**src/rtl/ledmatrix_scan_if.sv**
```systemverilog
// ledmatrix_scan_if: frame buffer read port between the scan engine and the RAM.
// The scan engine issues rd_addr; the RAM returns rd_data one clock later.
interface ledmatrix_scan_if;
  logic [8:0]  rd_addr;
  logic [23:0] rd_data;

  modport master (output rd_addr, input rd_data);
  modport slave  (input rd_addr, output rd_data);
endinterface

```
**src/rtl/ledmatrix_scan.sv**
```systemverilog
// ledmatrix_scan: read-side scan engine for a 32x32 HUB75 panel.
// Shifts pixel pairs into the panel and drives row select, latch and output enable.
// Brightness comes from 4-plane binary code modulation.
// Optional feature: define LEDMATRIX_GAMMA_EN to pass each 4-bit colour field through
// a gamma-2.2 table before the bit plane is extracted.
module ledmatrix_scan #(
  parameter int unsigned CLK_DIV    = 2,
  parameter int unsigned BASE_TICKS = 64,
  parameter int unsigned DEAD_TICKS = 4
) (
  input  logic             clk,
  input  logic             rst_n,
  input  logic             en,
  ledmatrix_scan_if.master fb,
  output logic             r1,
  output logic             g1,
  output logic             b1,
  output logic             r2,
  output logic             g2,
  output logic             b2,
  output logic             sclk,
  output logic             lat,
  output logic             oe_n,
  output logic [3:0]       row_addr,
  output logic             frame_done
);

  localparam int unsigned SHOW_MAX = BASE_TICKS << 3;
  localparam int unsigned TMR_W    = $clog2(SHOW_MAX + 1);
  localparam int unsigned CNT_MAX  = (CLK_DIV > DEAD_TICKS) ? CLK_DIV : DEAD_TICKS;
  localparam int unsigned CNT_W    = (CNT_MAX > 1) ? $clog2(CNT_MAX) : 1;
  localparam logic [CNT_W-1:0] DIV_LD  = CNT_W'(CLK_DIV - 1);
  localparam logic [CNT_W-1:0] DEAD_LD = CNT_W'(DEAD_TICKS - 1);

  typedef enum logic [2:0] {
    IDLE, FETCH, SHIFT_LO, SHIFT_HI, WAIT, BLANK, LATCH, POST
  } state_t;

  state_t           state, state_nx;
  logic [3:0]       row, row_nx;
  logic [4:0]       col, col_nx;
  logic [1:0]       plane, plane_nx;
  logic [CNT_W-1:0] cnt, cnt_nx;
  logic [TMR_W-1:0] tmr, tmr_nx;
  logic             frame_end;
  logic             blank_nx;
  logic             cap;
  logic [23:0]      data;
  logic [3:0]       fld;
  logic [5:0]       pix;

  function automatic logic [3:0] shade(input logic [3:0] f);
`ifdef LEDMATRIX_GAMMA_EN
    case (f)
      4'd0, 4'd1, 4'd2, 4'd3: shade = 4'd0;
      4'd4, 4'd5:             shade = 4'd1;
      4'd6:                   shade = 4'd2;
      4'd7:                   shade = 4'd3;
      4'd8:                   shade = 4'd4;
      4'd9:                   shade = 4'd5;
      4'd10:                  shade = 4'd6;
      4'd11:                  shade = 4'd8;
      4'd12:                  shade = 4'd9;
      4'd13:                  shade = 4'd11;
      4'd14:                  shade = 4'd13;
      default:                shade = 4'd15;
    endcase
`else
    shade = f;
`endif
  endfunction

  // Next-state logic: scan sequencing, phase counter and show timer.
  always_comb begin
    state_nx  = state;
    row_nx    = row;
    col_nx    = col;
    plane_nx  = plane;
    cnt_nx    = (cnt != '0) ? cnt - CNT_W'(1) : '0;
    tmr_nx    = (tmr != '0) ? tmr - TMR_W'(1) : '0;
    frame_end = 1'b0;
    case (state)
      IDLE: begin
        if (en) begin
          state_nx = FETCH;
          row_nx   = '0;
          col_nx   = '0;
          plane_nx = '0;
        end
      end
      FETCH: begin
        state_nx = SHIFT_LO;
        cnt_nx   = DIV_LD;
      end
      SHIFT_LO: begin
        if (cnt == '0) begin
          state_nx = SHIFT_HI;
          cnt_nx   = DIV_LD;
        end
      end
      SHIFT_HI: begin
        if (cnt == '0) begin
          col_nx   = col + 5'd1;
          state_nx = (col == 5'd31) ? WAIT : FETCH;
        end
      end
      WAIT: begin
        if (tmr == '0) begin
          if (en) begin
            state_nx = BLANK;
            cnt_nx   = DEAD_LD;
          end else begin
            state_nx = IDLE;
          end
        end
      end
      BLANK: begin
        if (cnt == '0) state_nx = LATCH;
      end
      LATCH: begin
        state_nx = POST;
        cnt_nx   = DEAD_LD;
      end
      POST: begin
        if (cnt == '0) begin
          state_nx = FETCH;
          tmr_nx   = TMR_W'(BASE_TICKS << plane);
          plane_nx = plane + 2'd1;
          if (plane == 2'd3) begin
            row_nx = row + 4'd1;
            if (row == 4'd15) frame_end = 1'b1;
          end
        end
      end
      default: state_nx = IDLE;
    endcase
  end

  assign blank_nx = state_nx inside {BLANK, LATCH, POST};
  assign cap      = (state == SHIFT_LO) && (cnt == DIV_LD);

  // Plane bit of each colour field, lowest field (R1) ends up in pix[0].
  always_comb begin
    data = fb.rd_data;
    fld  = '0;
    pix  = '0;
    for (int unsigned i = 0; i < 6; i++) begin
      fld  = shade(data[3:0]);
      pix  = {fld[plane], pix[5:1]};
      data = data >> 4;
    end
  end

  // State and scan position registers.
  always_ff @(posedge clk or negedge rst_n) begin
    if (!rst_n) begin
      state <= IDLE;
      row   <= '0;
      col   <= '0;
      plane <= '0;
      cnt   <= '0;
      tmr   <= '0;
    end else begin
      state <= state_nx;
      row   <= row_nx;
      col   <= col_nx;
      plane <= plane_nx;
      cnt   <= cnt_nx;
      tmr   <= tmr_nx;
    end
  end

  // Panel and RAM outputs, registered from the next-state decode so they change with the state.
  always_ff @(posedge clk or negedge rst_n) begin
    if (!rst_n) begin
      fb.rd_addr <= '0;
      sclk       <= 1'b0;
      lat        <= 1'b0;
      oe_n       <= 1'b1;
      row_addr   <= '0;
      frame_done <= 1'b0;
    end else begin
      if (state_nx == FETCH) fb.rd_addr <= {row_nx, col_nx};
      sclk       <= (state_nx == SHIFT_HI);
      lat        <= (state_nx == LATCH);
      if (state_nx == LATCH) row_addr <= ~row;
      frame_done <= frame_end;
      oe_n       <= !((tmr_nx != '0) && !blank_nx);
    end
  end

  // Colour bits captured on the first SHIFT_LO cycle, when rd_data for this pixel is valid.
  always_ff @(posedge clk or negedge rst_n) begin
    if (!rst_n) begin
      {b2, g2, r2, b1, g1, r1} <= '0;
    end else if (cap) begin
      {b2, g2, r2, b1, g1, r1} <= pix;
    end
  end

endmodule

```
**src/flat_wrapper.sv**
```systemverilog
// flat-port wrapper written by rule: the top's interface ports become plain ports
module ledmatrix_scan_flat 
#(
  parameter int unsigned CLK_DIV    = 2,
  parameter int unsigned BASE_TICKS = 64,
  parameter int unsigned DEAD_TICKS = 4
)
  (clk, rst_n, en, r1, g1, b1, r2, g2, b2, sclk, lat, oe_n, row_addr, frame_done, fb_rd_addr, fb_rd_data);
  ledmatrix_scan_if fb_i ();
  input  logic clk;
  input  logic rst_n;
  input  logic en;
  output logic r1;
  output logic g1;
  output logic b1;
  output logic r2;
  output logic g2;
  output logic b2;
  output logic sclk;
  output logic lat;
  output logic oe_n;
  output logic [3:0] row_addr;
  output logic frame_done;
  output wire logic [$bits(fb_i.rd_addr)-1:0] fb_rd_addr;
  input wire logic [$bits(fb_i.rd_data)-1:0] fb_rd_data;
  assign fb_rd_addr = fb_i.rd_addr;
  assign fb_i.rd_data = fb_rd_data;
  ledmatrix_scan #(.CLK_DIV(CLK_DIV), .BASE_TICKS(BASE_TICKS), .DEAD_TICKS(DEAD_TICKS)) u_core (.clk(clk), .rst_n(rst_n), .en(en), .fb(fb_i), .r1(r1), .g1(g1), .b1(b1), .r2(r2), .g2(g2), .b2(b2), .sclk(sclk), .lat(lat), .oe_n(oe_n), .row_addr(row_addr), .frame_done(frame_done));
endmodule
```
**config.mk**
```make
export PLATFORM = sky130hd
export DESIGN_NAME = ledmatrix_scan_flat
export DESIGN_NICKNAME = d
export VERILOG_FILES = /design/src/rtl/ledmatrix_scan_if.sv /design/src/rtl/ledmatrix_scan.sv /design/src/flat_wrapper.sv
export SDC_FILE = /design/constraint.sdc
export NUM_CORES = 1
export LEC_CHECK = 0
export CORE_MARGIN = 8
export CORE_UTILIZATION = 35
export CTS_CLUSTER_DIAMETER = 40
export DETAILED_ROUTE_END_ITERATION = 8
export HOLD_SLACK_MARGIN = 0.15
export PLACE_DENSITY_LB_ADDON = 0.3
export SETUP_SLACK_MARGIN = 0.05
export SYNTH_ARGS = -nofsm -noshare
export SYNTH_HDL_FRONTEND = slang
export SYNTH_SLANG_ARGS = --single-unit
export TNS_END_PERCENT = 10
```
**constraint.sdc**
```tcl
create_clock -name clk -period 5 [get_ports clk]
set_input_delay 0.5 -clock clk [delete_from_list [all_inputs] [get_ports clk]]
set_output_delay 0.5 -clock clk [all_outputs]
set_load 0.02 [all_outputs]
```
[Word level (Yosys, flattened, before mapping)]
Cells that the tools add are included.
Word-level totals
  logic and storage cells: 100
  bits in registers: 49
Operators by class
  eq/ne operators: 18
  shift operators: 1
  bitwise operators: 1
  reductions and logical operators: 13
  add/subtract/negate cells: 5
  mux-type cells: 43
  $lt $le $gt $ge: 1
Operators with widths (number)
  10-bit 2-to-1 mux: 3
  3-bit 2-to-1 mux: 8
  3-bit case mux with 8 select lines: 1
  3-bit equality test, second input constant: 7
  10-bit nonzero test: 2
  1-bit binary-select mux with 2-bit select: 6
  2-bit 2-to-1 mux: 6
  4-bit 2-to-1 mux: 3
  10-bit logical NOT: 1
  1-bit 2-to-1 mux: 10
  5-bit 2-to-1 mux: 2
  5-bit case mux with 2 select lines: 1
  7-bit by 2-bit << shifter with 10-bit output, first input constant: 1
  10-bit by 1-bit subtractor with 10-bit output, second input constant: 1
  3-bit by 2-bit equality test with 1-bit output, second input constant: 3
  2-bit case mux with 4 select lines: 1
  4-bit case mux with 2 select lines: 1
  3-bit by 1-bit equality test with 1-bit output, second input constant: 2
  5-bit by 1-bit adder with 5-bit output, second input constant: 1
  5-bit equality test, second input constant: 1
  4-bit by 1-bit adder with 4-bit output, second input constant: 1
  4-bit equality test, second input constant: 1
  4-bit NOT: 1
  2-bit case mux with 2 select lines: 1
  other kinds (14): 17

[Longest topological paths before layout]
  word-level depth: 9
  gate-level depth with buffers: 8
  gate-level depth less buffers: 8

[Worst setup path after synthesis]
OpenSTA, ideal clock, no wires.
  path kind: reg-to-reg
  from: reg u_core.tmr[0]
  to: reg u_core.fb.rd_addr[0]
  arrival time: 2236 ps
  stages on the path, launching flop included: 9
  path slack: 2639 ps
  path through: dfrtp_1 inv_1 ha_1 nor3b_1 nand3_1 or3_1 buf_2 a211oi_4 mux2_2
Between the ends
  longest elaborated chain between the ends: 4
RTL lines
  start: declaration: RTL line ledmatrix_scan.sv:44  | logic [TMR_W-1:0] tmr, tmr_nx;
  start signal: assignment: RTL line ledmatrix_scan.sv:169  | tmr <= tmr_nx;
  10-bit logical NOT: RTL line ledmatrix_scan.sv:108  | if (tmr == '0) begin
  3-bit 2-to-1 mux: RTL line ledmatrix_scan.sv:108
  3-bit case mux with 8 select lines: RTL line ledmatrix_scan.sv:82  | case (state)
  3-bit by 1-bit equality test with 1-bit output: RTL line ledmatrix_scan.sv:183  | if (state_nx == FETCH) fb.rd_addr <= {row_nx, col_nx};
  end signal: assignment: RTL line ledmatrix_scan.sv:183
  end: declaration: RTL line ledmatrix_scan_if.sv:7  | modport master (output rd_addr, input rd_data);
Every way passes these cells.
A chain may end at the register's enable or synchronous reset.

[Worst setup path in the final report]
Same ends and word-level chain as after synthesis.

==> key figures <==
Run status
  – Status: completed

Synthesis
  – Synth top area share: 0.479
  – Synth Register Bits: 49
  – Netlist cell types: 49
  – Cell taking the most area after synthesis: dfrtp_1
  – Average cell area after synthesis: 10.9 um^2
  – Area of the mapped netlist: 2510 um^2
  – Synth top area cells: dfrtp_1, mux2_2, mux4_2
  – Mapped Cells: 229
  – EDFF count, synth: 0
  – Synthesized Nets: 265
  – Post-synthesis async set-or-reset flop share: 1.00
  – Register area share after synthesis: 0.490
  – Synthesis Warnings: 0
  – Synth Flop Type: dfrtp_1

Global route
  – First-pass GRT wire length: 9180 um
  – Vias in the first global route: 1913
  – GRT overflow: 0
  – Tot GR Track Use: 0.113
  – Pin count of the biggest net entering global routing: 50
  – Initial antenna violation count: 0

Critical path
  – Reg2Reg Setup Slack: 2.32 ns
  – Critical path type: reg2reg
  – CP startpoint kind: register
  – Slowest CP cell: a211oi_4
  – CP arrival: 2.87 ns
  – CP max FO: 9
  – Crit. End Element: register
  – Critical Path, Cell by Cell: inv_1, ha_1, nor3b_1, nand3_1, or3_1, a211oi_4, mux2_2
  – Slowest Stage Delay on Critical Path: 0.53 ns
  – Critical path data required time: 5.19 ns

Finish
  – Antenna diodes: 0
  – Commonest non-fill, non-tap cells in the layout: clkdlybuf4s50_1, dfrtp_1, nor2_1, o21ai_0, mux2_2
  – Share of layout cells above drive strength 1: 0.134
  – Fillers: 662
  – Syn-to-layout area delta: 27.7%
  – Net count, final: 311

Timing
  – Relative slew slack: 0.302
  – Max Slew Vio Count: 0
  – Fin Clk Skew: 0.00601 ns
  – Final Hold Fails: 0
  – Unrepaired setup endpoints after global routing: false
  – Setup_tns: 0 ns
  – Min Hold Slack: 0.386 ns
  – Tcrit/Tclk final: 0.536
  – Final setup fails: 0
  – Final critical-path required period: 2.68 ns
  – Fmax: 373 MHz
  – Slew @ Worst Pin: 1.05 ns

Floorplan
  – IO Pins: 50
  – Core area: 7100 um^2
  – Initial core utilization: 0.353
  – Core Rows: 31
  – Height of the die: 101 um
  – Die Wd: 101 um
  – Die ar.: 10100 um^2

Flow run
  – Max-cap violation count: 0

Clocking
  – Maximum clock path buffer count: 2
  – CTS tree: done
  – Register clock-pin slew on the reported worst setup and hold paths: 0.09 ns
  – Htree depth: 2
  – Clock root buffer: clkbuf_8
  – CTS buffer count: 5
  – Clock sink count: 49
  – Post-CTS setup buffers: 0
  – Worst skew pair latency: 0.30 ns
  – Total of cells resized after clock tree synthesis: 0
  – Hold-fix buffers, CTS: 0

Detailed routing
  – Vias: 1900
  – Drt first pass iters: 4
  – Wire per inst: 14.1 um
  – ANT nets after route: 0
  – Via/cell ratio: 5.07
  – Starting DRC count in detailed routing: 117
  – Routed wire length: 5300 um
  – Post-route DRC: 0

Power and ir drop
  – Leakage: 1.36 nW
  – Worst vdd ir: 0.237 mV
  – Power Density: 533 nW/um^2

Place
  – DP Wirelength: 3960 um
  – GPL Wtd Cong: 0.897
  – Port bufs: 49

Hold path
  – Hold WC Path Type: in2async
## area by class of cell
cell class,instances,area (um^2),share of cell area
Tap cell,99,124,0.0387
Inverter,14,52.6,0.0164
Sequential cell,49,1230,0.383
Timing Repair Buffer,50,493,0.154
Clock inverter,2,37.5,0.0117
Clock buffer,6,82.6,0.0258
Multi-Input combinational cell,155,1180,0.370
## cell usage after synthesis, drive strengths merged (2+ instances only)
cell type   n
inv        14
nor3b       3
dfrtp      48
or3         3
xor2        3
nand3      10
xnor2       3
o21ai      16
a22o        3
clkbuf      9
nand4       2
nor3        2
and3        3
o32ai       2
a21oi       8
nand2b      3
mux2i       4
ha          9
buf         2
nand2      14
a31oi       3
nor2       18
nor4        4
mux4        6
o31ai       2
mux2       15
## metrics by stage
step	instances	utilization	total power, mW	instance area (um^2)	worst slack, ns
after detailed placement	367	0.434	1.43	3080	2.31
after global placement	367	0.434	1.41	3080	2.39
final	375	0.451	1.71	3200	2.32
after CTS	375	0.451	1.73	3200	2.30
after floorplan	229	-	1.16	2510	2.64
after global routing	375	0.451	1.84	3200	2.13
## critical path, delay by kind of cell (launching register included)
family / cells / cell delay (ns)
compound gates: 1 / 0.53
fa+ha+maj: 1 / 0.16
buf+inv: 1 / 0.09
flops: 1 / 0.42
mux: 1 / 0.40
simple gates: 3 / 0.97
## routing by layer
layer  global-route usage  vias to the layer above  part of all wire
li1                     -                      918                 -
met2                0.170                       44              0.47
met4               0.0465                        0             0.015
met3               0.0311                        6             0.049
met1                0.147                      932              0.47
met5                    0                        -                 0
## flip-flops by register name (all words and copies together), names as in the netlist, 2 cells and up
| register | count |
|---|---|
| u_core.state | 3 |
| u_core.cnt | 2 |
| u_core.row | 4 |
| u_core.tmr | 10 |
| u_core.col | 5 |
| u_core.row_addr | 4 |
| u_core.plane | 2 |
| u_core.fb.rd_addr | 9 |
## path summary, 6_finish.rpt
kind | to | cells after the start | start
max | u_core.fb.rd_addr[0] | 7 | u_core.tmr[0]
min | u_core.fb.rd_addr[2] | 1 | rst_n
max reg2reg | u_core.fb.rd_addr[0] | 7 | u_core.tmr[0]
min reg2reg | u_core.row_addr[0] | 2 | u_core.row_addr[0]
max in group asynchronous | u_core.tmr[6] | 1 | rst_n
min in group clk | u_core.row_addr[0] | 2 | u_core.row_addr[0]
## power by group
group | switching [mW] | internal, mW | total (mW)
registers | 0.150 | 0.538 | 0.687
clock network | 0.131 | 0.163 | 0.294
logic | 0.359 | 0.367 | 0.726
## logic make-up (layout without fill, tap and decap cells)
logic type / after synthesis / count (layout) / share of synthesized area
compound gates: 46 / 46 / 0.128
xor+xnor: 6 / 6 / 0.0210
fa+ha+maj: 9 / 9 / 0.0449
buf+inv: 25 / 72 / 0.0379
flops: 49 / 49 / 0.490
mux: 25 / 25 / 0.137
simple gates: 69 / 69 / 0.141
Power figures use the tool's default switching activity.
